--- src/rtl/memory_stage_if.sv ---
// AXI4-Lite-style SoC master bus used by the memory stage: AR/R/AW/W/B channels, 32-bit data/address.
interface memory_stage_if;
  logic [31:0] araddr;
  logic        arvalid;
  logic        arready;
  logic [31:0] rdata;
  logic [1:0]  rresp;
  logic        rvalid;
  logic        rready;
  logic [31:0] awaddr;
  logic        awvalid;
  logic        awready;
  logic [31:0] wdata;
  logic [3:0]  wstrb;
  logic        wvalid;
  logic        wready;
  logic [1:0]  bresp;
  logic        bvalid;
  logic        bready;

  modport master (
    output araddr, arvalid, rready, awaddr, awvalid, wdata, wstrb, wvalid, bready,
    input  arready, rdata, rresp, rvalid, awready, wready, bresp, bvalid
  );

  modport slave (
    input  araddr, arvalid, rready, awaddr, awvalid, wdata, wstrb, wvalid, bready,
    output arready, rdata, rresp, rvalid, awready, wready, bresp, bvalid
  );
endinterface

--- src/rtl/memory_stage.sv ---
// Memory stage: one bus transaction per load/store, aligned/extended load data on memory_o_valM.
// Latency: 3 cycles minimum to done, +1 per slave wait cycle; stalls upstream until done.
// Backpressure: channel outputs held while valid && !ready; MEM_MISALIGN_TRAP_EN traps misaligned accesses.
module memory_stage (
  input  logic                  clk,
  input  logic                  rst,
  input  logic [31:0]           regM_i_valE,
  input  logic [31:0]           regM_i_valB,
  input  logic [3:0]            regM_i_mem_rw,
  output logic [31:0]           memory_o_valM,
  output logic                  memory_o_stall,
  output logic                  memory_o_done,
  output logic                  memory_o_bus_err,
  output logic                  memory_o_misalign,
  memory_stage_if.master        io_master
);

  localparam logic [3:0] OP_LB  = 4'b0001;
  localparam logic [3:0] OP_LH  = 4'b0010;
  localparam logic [3:0] OP_LW  = 4'b0011;
  localparam logic [3:0] OP_LBU = 4'b0100;
  localparam logic [3:0] OP_LHU = 4'b0101;
  localparam logic [3:0] OP_SB  = 4'b1001;
  localparam logic [3:0] OP_SH  = 4'b1010;
  localparam logic [3:0] OP_SW  = 4'b1011;

  typedef enum logic [2:0] {IDLE, RD_ADDR, RD_DATA, WR_REQ, WR_RESP, DONE} state_t;

  state_t     state;
  logic       aw_done;
  logic       w_done;
  logic [3:0] op_q;
  logic [1:0] off_q;

  logic       is_load;
  logic       is_store;
  logic       mis;
  logic       aw_fire;
  logic       w_fire;
  logic [31:0] st_wdata;
  logic [3:0]  st_wstrb;

  assign is_load  = (regM_i_mem_rw >= OP_LB) && (regM_i_mem_rw <= OP_LHU);
  assign is_store = (regM_i_mem_rw >= OP_SB) && (regM_i_mem_rw <= OP_SW);

`ifdef MEM_MISALIGN_TRAP_EN
  assign mis = (((regM_i_mem_rw == OP_LH) || (regM_i_mem_rw == OP_LHU) || (regM_i_mem_rw == OP_SH))
                && regM_i_valE[0])
            || (((regM_i_mem_rw == OP_LW) || (regM_i_mem_rw == OP_SW))
                && (regM_i_valE[1:0] != 2'b00));
`else
  assign mis = 1'b0;
`endif

  // Store data is replicated so the strobe alone selects the target lanes.
  always_comb begin
    st_wdata = regM_i_valB;
    st_wstrb = 4'b1111;
    case (regM_i_mem_rw)
      OP_SB: begin
        st_wdata = {4{regM_i_valB[7:0]}};
        st_wstrb = 4'b0001 << regM_i_valE[1:0];
      end
      OP_SH: begin
        st_wdata = {2{regM_i_valB[15:0]}};
        st_wstrb = 4'b0011 << regM_i_valE[1:0];
      end
      default: begin
        st_wdata = regM_i_valB;
        st_wstrb = 4'b1111;
      end
    endcase
  end

  function automatic logic [31:0] load_extract(input logic [3:0] op, input logic [1:0] off,
                                               input logic [31:0] rdata);
    logic [31:0] s;
    s = rdata >> {off, 3'b000};
    case (op)
      OP_LB:   load_extract = {{24{s[7]}}, s[7:0]};
      OP_LBU:  load_extract = {24'd0, s[7:0]};
      OP_LH:   load_extract = {{16{s[15]}}, s[15:0]};
      OP_LHU:  load_extract = {16'd0, s[15:0]};
      default: load_extract = rdata;
    endcase
  endfunction

  assign aw_fire = io_master.awvalid && io_master.awready;
  assign w_fire  = io_master.wvalid && io_master.wready;

  assign memory_o_stall = ((state == IDLE) && (is_load || is_store))
                       || ((state != IDLE) && (state != DONE));

  always_ff @(posedge clk or posedge rst) begin
    if (rst) begin
      state              <= IDLE;
      aw_done            <= 1'b0;
      w_done             <= 1'b0;
      op_q               <= 4'd0;
      off_q              <= 2'd0;
      memory_o_valM      <= 32'd0;
      memory_o_done      <= 1'b0;
      memory_o_bus_err   <= 1'b0;
      memory_o_misalign  <= 1'b0;
      io_master.araddr   <= 32'd0;
      io_master.arvalid  <= 1'b0;
      io_master.rready   <= 1'b0;
      io_master.awaddr   <= 32'd0;
      io_master.awvalid  <= 1'b0;
      io_master.wdata    <= 32'd0;
      io_master.wstrb    <= 4'd0;
      io_master.wvalid   <= 1'b0;
      io_master.bready   <= 1'b0;
    end else begin
      case (state)
        IDLE: begin
          op_q  <= regM_i_mem_rw;
          off_q <= regM_i_valE[1:0];
          if (mis) begin
            state             <= DONE;
            memory_o_done     <= 1'b1;
            memory_o_misalign <= 1'b1;
            memory_o_bus_err  <= 1'b0;
          end else if (is_load) begin
            state             <= RD_ADDR;
            io_master.arvalid <= 1'b1;
            io_master.araddr  <= regM_i_valE;
          end else if (is_store) begin
            state             <= WR_REQ;
            aw_done           <= 1'b0;
            w_done            <= 1'b0;
            io_master.awvalid <= 1'b1;
            io_master.awaddr  <= regM_i_valE;
            io_master.wvalid  <= 1'b1;
            io_master.wdata   <= st_wdata;
            io_master.wstrb   <= st_wstrb;
          end
        end
        RD_ADDR: begin
          if (io_master.arready) begin
            io_master.arvalid <= 1'b0;
            io_master.rready  <= 1'b1;
            state             <= RD_DATA;
          end
        end
        RD_DATA: begin
          if (io_master.rvalid) begin
            io_master.rready <= 1'b0;
            memory_o_valM    <= load_extract(op_q, off_q, io_master.rdata);
            memory_o_bus_err <= (io_master.rresp != 2'b00);
            memory_o_done    <= 1'b1;
            state            <= DONE;
          end
        end
        WR_REQ: begin
          if (aw_fire) begin
            io_master.awvalid <= 1'b0;
            aw_done           <= 1'b1;
          end
          if (w_fire) begin
            io_master.wvalid <= 1'b0;
            w_done           <= 1'b1;
          end
          // Either channel may finish first; leave once both have.
          if ((aw_done || aw_fire) && (w_done || w_fire)) begin
            io_master.bready <= 1'b1;
            state            <= WR_RESP;
          end
        end
        WR_RESP: begin
          if (io_master.bvalid) begin
            io_master.bready <= 1'b0;
            memory_o_bus_err <= (io_master.bresp != 2'b00);
            memory_o_done    <= 1'b1;
            state            <= DONE;
          end
        end
        DONE: begin
          memory_o_done     <= 1'b0;
          memory_o_bus_err  <= 1'b0;
          memory_o_misalign <= 1'b0;
          state             <= IDLE;
        end
        default: state <= IDLE;
      endcase
    end
  end

endmodule

--- src/flat_wrapper.sv ---
// flat-port wrapper written by rule: the top's interface ports become plain ports
module memory_stage_flat 
  (clk, rst, regM_i_valE, regM_i_valB, regM_i_mem_rw, memory_o_valM, memory_o_stall, memory_o_done, memory_o_bus_err, memory_o_misalign, io_master_araddr, io_master_arvalid, io_master_rready, io_master_awaddr, io_master_awvalid, io_master_wdata, io_master_wstrb, io_master_wvalid, io_master_bready, io_master_arready, io_master_rdata, io_master_rresp, io_master_rvalid, io_master_awready, io_master_wready, io_master_bresp, io_master_bvalid);
  memory_stage_if io_master_i ();
  input  logic clk;
  input  logic rst;
  input  logic [31:0] regM_i_valE;
  input  logic [31:0] regM_i_valB;
  input  logic [3:0] regM_i_mem_rw;
  output logic [31:0] memory_o_valM;
  output logic memory_o_stall;
  output logic memory_o_done;
  output logic memory_o_bus_err;
  output logic memory_o_misalign;
  output wire logic [$bits(io_master_i.araddr)-1:0] io_master_araddr;
  output wire logic [$bits(io_master_i.arvalid)-1:0] io_master_arvalid;
  output wire logic [$bits(io_master_i.rready)-1:0] io_master_rready;
  output wire logic [$bits(io_master_i.awaddr)-1:0] io_master_awaddr;
  output wire logic [$bits(io_master_i.awvalid)-1:0] io_master_awvalid;
  output wire logic [$bits(io_master_i.wdata)-1:0] io_master_wdata;
  output wire logic [$bits(io_master_i.wstrb)-1:0] io_master_wstrb;
  output wire logic [$bits(io_master_i.wvalid)-1:0] io_master_wvalid;
  output wire logic [$bits(io_master_i.bready)-1:0] io_master_bready;
  input wire logic [$bits(io_master_i.arready)-1:0] io_master_arready;
  input wire logic [$bits(io_master_i.rdata)-1:0] io_master_rdata;
  input wire logic [$bits(io_master_i.rresp)-1:0] io_master_rresp;
  input wire logic [$bits(io_master_i.rvalid)-1:0] io_master_rvalid;
  input wire logic [$bits(io_master_i.awready)-1:0] io_master_awready;
  input wire logic [$bits(io_master_i.wready)-1:0] io_master_wready;
  input wire logic [$bits(io_master_i.bresp)-1:0] io_master_bresp;
  input wire logic [$bits(io_master_i.bvalid)-1:0] io_master_bvalid;
  assign io_master_araddr = io_master_i.araddr;
  assign io_master_arvalid = io_master_i.arvalid;
  assign io_master_rready = io_master_i.rready;
  assign io_master_awaddr = io_master_i.awaddr;
  assign io_master_awvalid = io_master_i.awvalid;
  assign io_master_wdata = io_master_i.wdata;
  assign io_master_wstrb = io_master_i.wstrb;
  assign io_master_wvalid = io_master_i.wvalid;
  assign io_master_bready = io_master_i.bready;
  assign io_master_i.arready = io_master_arready;
  assign io_master_i.rdata = io_master_rdata;
  assign io_master_i.rresp = io_master_rresp;
  assign io_master_i.rvalid = io_master_rvalid;
  assign io_master_i.awready = io_master_awready;
  assign io_master_i.wready = io_master_wready;
  assign io_master_i.bresp = io_master_bresp;
  assign io_master_i.bvalid = io_master_bvalid;
  memory_stage u_core (.clk(clk), .rst(rst), .regM_i_valE(regM_i_valE), .regM_i_valB(regM_i_valB), .regM_i_mem_rw(regM_i_mem_rw), .memory_o_valM(memory_o_valM), .memory_o_stall(memory_o_stall), .memory_o_done(memory_o_done), .memory_o_bus_err(memory_o_bus_err), .memory_o_misalign(memory_o_misalign), .io_master(io_master_i));
endmodule
--- config.mk ---
export PLATFORM = sky130hd
export DESIGN_NAME = memory_stage_flat
export DESIGN_NICKNAME = d
export VERILOG_FILES = /design/src/rtl/memory_stage_if.sv /design/src/rtl/memory_stage.sv /design/src/flat_wrapper.sv
export SDC_FILE = /design/constraint.sdc
export NUM_CORES = 1
export LEC_CHECK = 0
export CAP_MARGIN = 20
export CORE_MARGIN = 2
export CORE_UTILIZATION = 40
export DETAILED_ROUTE_END_ITERATION = 10
export DONT_BUFFER_PORTS = 1
export GPL_TIMING_DRIVEN = 0
export PLACE_DENSITY = 0.53
export SETUP_SLACK_MARGIN = 0.1
export SYNTH_ARGS = -nofsm -noshare
export SYNTH_HDL_FRONTEND = slang
export SYNTH_SLANG_ARGS = --single-unit
--- constraint.sdc ---
create_clock -name clk -period 12.3 [get_ports clk]
set_clock_uncertainty 0.2 [all_clocks]
set_input_delay 1.23 -clock clk [delete_from_list [all_inputs] [get_ports clk]]
set_output_delay 1.23 -clock clk [all_outputs]
set_load 0.1 [all_outputs]
* Yosys cells after proc, flatten, opt, wreduce, memory -nomap -nowiden
Index checks and enable logic that the tools add are counted.
Storage, ports and cells: register bits 150, input bits 111, output and inout bits 141, word-level logic and storage cells 114
Cells by class: $lt $le $gt $ge 4, equality and inequality tests 22, shift-type cells 3, muxes and demuxes 37, bitwise logic cells 1, reductions and logical operators 30
Operators by type and width (number):
- case mux 32 bit (4 select lines) | 1
- case mux 32 bit (2 select lines) | 1
- >> shifter 32 x 5 -> 16 bit | 1
- 2-to-1 mux 1 bit | 18
- 2-to-1 mux 3 bit | 6
- case mux 3 bit (5 select lines) | 1
- AND reduction 3 bit | 5
- case mux 1 bit (2 select lines) | 7
- nonzero test 2 bit | 6
- inequality test 2 x 1 -> 1 bit, second input constant | 5
- == test 4 x 3 -> 1 bit, second input constant | 2
- == test 4 bit, second input constant | 2
- inequality test 2 bit, second input constant | 4
- case mux 4 bit (2 select lines) | 1
- AND reduction 4 bit | 2
- logical AND 1 bit | 7
- == test 3 x 2 -> 1 bit, second input constant | 2
- == test 3 bit, second input constant | 2
- case mux 1 bit (3 select lines) | 2
- nonzero test 3 bit | 2
- AND reduction 5 bit | 1
- == test 4 x 1 -> 1 bit, second input constant | 1
- == test 4 x 2 -> 1 bit, second input constant | 1
- greater-or-equal comparator 4 x 1 -> 1 bit, second input constant | 1
- other kinds (12) | 16

* Longest topological paths before layout
depth after elaboration 5, gate-level depth with buffers 7, gate-level depth less buffers 4

* Worst setup path before layout
No wires, ideal clock.
kind input -> output, start input regM_i_mem_rw[1], end output memory_o_stall, arrival time 2170 ps, data required time 10870 ps, slack 8700 ps, stages on the path 4, path buffers 0, cell sequence o21ai_0 > nand2b_1 > nand2_1 > a21o_1
Between the ends: cells in the longest elaborated chain, start to end 5, elaborated cells on any way between the ends 9, classes of those cells 4 x order compare; 5 x reduce/logical
RTL lines:
- start: declaration | RTL line flat_wrapper.sv:9 | input logic [3:0] regM_i_mem_rw;
- greater-or-equal comparator 4 x 1 -> 1 bit (tied with other cells) | RTL line memory_stage.sv:43 | assign is_load = (regM_i_mem_rw >= OP_LB) && (regM_i_mem_rw <= OP_LHU);
- logical AND 1 bit (on tied branches) | RTL line memory_stage.sv:43, memory_stage.sv:44
- logical OR 1 bit * | RTL line memory_stage.sv:91 | assign memory_o_stall = ((state == IDLE) && (is_load || is_store))
- logical AND 1 bit * | RTL line memory_stage.sv:91
- logical OR 1 bit * | RTL line memory_stage.sv:92 | || ((state != IDLE) && (state != DONE));
- end: declaration | RTL line flat_wrapper.sv:11 | output logic memory_o_stall;
Every way passes the cells marked *; elsewhere a longest branch is shown, timed or not.

* Worst setup path after layout
Ends and elaborated chain as after synthesis.

==> summary.md <==
| Metric | Value |
|---|---|
| Status | `completed` |
| Fraction of registers with async set or reset after synthesis | `100.0%` |
| WL met2 | `8313 um` |
| Hold Crit Depth | `2` |
| Post-CTS setup buffers | `0` |
| Final Max Slew Viols | `0` |
| Hold Path Origin | `u_core.aw_done$_DFFE_PP0P_` |
| Total gr overflow | `0` |
| CTS root buf | `clkbuf_16` |
| Via count | `4724` |
| Total Neg Setup Slack | `0 ns` |
| Reg clk slew, reported paths | `approximately 0.060 ns` |
| Synth Register Bits | `150` |
| Ys flop type | `dfrtp_1` |
| Initial antenna violation count | `0` |
| Largest net degree at the start of global routing | `79` |
| Syn_nets | `714` |
| Crit. End Element | `output port` |
| Core footprint | `0.01658 sq mm` |
| Final setup margin | `8.637 ns` |
| Initial Utilization | `between 40% and 50%` |
| CTS Hold Bufs | `0` |
| Starting DRT DRC Count | `294` |
| Final Core Density | `46.66%` |
| Post-cts sizing count | `0` |
| Die height | `134.2 um` |
| First-pass GRT wire length | `~28000 um` |
| WP data arrival | `2.23 ns` |
| Worst-path fanout max | `7` |
| Antenna Cells | `0` |
| Number of synthesized flops with an enable pin | `0` |
| Die footprint | `0.01802 sq mm` |
| Layout Nets | `735` |
| Worst-skew pair later-pin latency | `0.42 ns` |
| Vias per cell | `5.512` |
| R2R setup slack | `about 10 ns` |
| Final hold slack | `0.3106 ns` |
| Minimum clock period | `between 3 and 4 ns` |
| GRT Resource Usage Total | `20.02%` |
| DPL Wire Length | `13180 um` |
| Routed WL per cell | `20.48 um` |
| Worst Tran Pin Value | `0.9821 ns` |
| H-tree depth | `4` |
| WHS Endpoint | `u_core.aw_done$_DFFE_PP0P_` |
| Hold Vio Cnt, Final | `0` |
| Area Overhead vs Synth | `14.03%` |
| Dpl ws | `between 8 and 9 ns` |
| Slew headroom | `34.53%` |
| TritonCTS Sinks | `150` |
| Setup Crit Path Kind | `in -> out` |
| Sequential-to-total area share from yosys stat | `a little under three fifths` |
| Most common cell after layout, fill and taps aside | `dfrtp_1` |
| Top sig layer | `met4` |
| Synth cell types | `47` |
| RSZ-0062 raised after global routing | `false` |
| FF-to-FF path depth | `6` |
| Synth area leader | `dfrtp_1` |
| Syn Inst Count | `603` |
| Area contributors post-synth | `dfrtp_1, mux2_2, a21oi_1` |
| Fmax achieved | `~270 MHz` |
| Critical path required time | `10.87 ns` |
| Routed Antenna Nets | `0` |
| Vias in the first global route | `4956` |
| DRT met1 WL | `6879 um` |
| Rows | `47` |
| Die width | `134.2 um` |
| Final wirelength | `17550 um` |
| Fin crit share | `29.78%` |
| Setup crit start kind | `primary input` |
| Setup violators final | `0` |
| Synth warn | `0` |
| Synth Cell Area | `0.006785 sq mm` |
| Remaining DRCs | `0` |
| Hold WC Path Type | `reg -> reg` |
| FF-to-FF End | `u_core.memory_o_valM[21]$_DFFE_PP0P_` |
| IO Port Bufs | `0` |
| Commonest non-fill, non-tap cells in the layout | `dfrtp_1, mux2_2, nor2_1` |
| First-pass DRT Iterations | `5` |
| Worst flop-to-flop path startpoint | `u_core.off_q[0]$_DFFE_PP0N_` |
| CTS tree | `yes` |
| Post-synthesis average cell area | `between 10 and 15 sq um` |
| Met3 wire length | `2069 um` |
| Longest Clk Path Bufs | `2` |
| Num ports | `252` |
| Total CTS buffers | `17` |
| Yosys top cell area share | `a little under three fifths` |
| RePlAce Congestion | `between 0.8 and 0.9` |
| Max-cap violations | `0` |
| Layout cells sized above 1 | `24.49%` |
-- cell type report --
type,count,area (sq um)
Sequential cell,150,3754
Clock inverter,15,191.4
Clock buffer,17,425.4
Buffer,39,202.7
Multi-Input combinational cell,407,2803
Inverter,7,31.28
Tap cell,220,275.3
Timing Repair Buffer,2,55.05
Fill cell,1610,8846
-- logic make-up (layout without fill, tap and decap cells) --
| kind of cell | after synthesis | after routing | synth area share, % |
|---|---|---|---|
| other | 1 | 1 | 0.05527 |
| AO/OA/AOI/OAI | 139 | 139 | 12.76 |
| buffers and inverters | 46 | 80 | 3.375 |
| AND/OR/NAND/NOR | 162 | 162 | 11.34 |
| flip-flops | 150 | 150 | 55.32 |
| multiplexers | 105 | 105 | 17.15 |
-- Yosys cell counts, types with 2 or more instances --
cell type / n
dfrtp_1: 150
mux2_2: 80
nor2_1: 78
a21oi_1: 59
nand2_1: 37
mux2i_1: 24
a31oi_1: 19
buf_2: 18
o21ai_0: 18
a22oi_1: 12
a211oi_1: 10
clkbuf_1: 10
nor3_1: 10
buf_4: 9
nand2b_1: 9
inv_1: 7
o31ai_1: 7
and2_1: 5
nor2b_1: 5
a21o_1: 3
and4bb_2: 2
buf_1: 2
nand3_1: 2
nand3b_1: 2
nor3_4: 2
o22a_1: 2
-- state kept, by name, summed over array words and instances (netlist names) --
| name | count |
|---|---|
| u_core.io_master.araddr | 32 |
| u_core.io_master.awaddr | 32 |
| u_core.io_master.wdata | 32 |
| u_core.memory_o_valM | 32 |
| u_core.io_master.wstrb | 4 |
| u_core.op_q | 4 |
| u_core.state | 3 |
| u_core.off_q | 2 |
| u_core.aw_done | 1 |
| u_core.io_master.arvalid | 1 |
| u_core.io_master.awvalid | 1 |
| u_core.io_master.bready | 1 |
| u_core.io_master.rready | 1 |
| u_core.io_master.wvalid | 1 |
| u_core.memory_o_bus_err | 1 |
| u_core.memory_o_done | 1 |
| u_core.w_done | 1 |
-- critical path: stages --
cell      delay (ns)
o21ai_0         0.13
nand2b_1        0.09
nand2_1         0.07
a21o_1          0.70
-- per-stage QoR --
stage | area [sq um] | cells
finish | 7737 | 857
global route | 7737 | 857
CTS | 7737 | 857
detailed placement | 7121 | 825
global placement | 7061 | 823
floorplan | 6785 | 603
-- routing by layer --
metal / track usage, % / up-vias
met5: 0 / -
met4: 6.667 / 0
met3: 9.826 / 24
met2: 31.43 / 204
met1: 24.15 / 2322
li1: - / 2174
-- how the worst max path moves through the flow --
stage                     cells after the start             start  slack [ns]                                      to
final                                         4  regM_i_mem_rw[1]        8.64                          memory_o_stall
after global routing                          4  regM_i_mem_rw[1]        8.50                          memory_o_stall
after CTS                                     4  regM_i_mem_rw[1]        8.64                          memory_o_stall
after detailed placement                      4  regM_i_mem_rw[1]        8.64                          memory_o_stall
after global placement                        1               rst        5.35  u_core.io_master.wdata[16]$_DFFE_PP0P_
after floorplan                               1               rst        6.83              u_core.aw_done$_DFFE_PP0P_
Power is left out: the tool's default activity adds up to more than one toggle a clock period on the data nets, which glitch-free logic cannot reach.
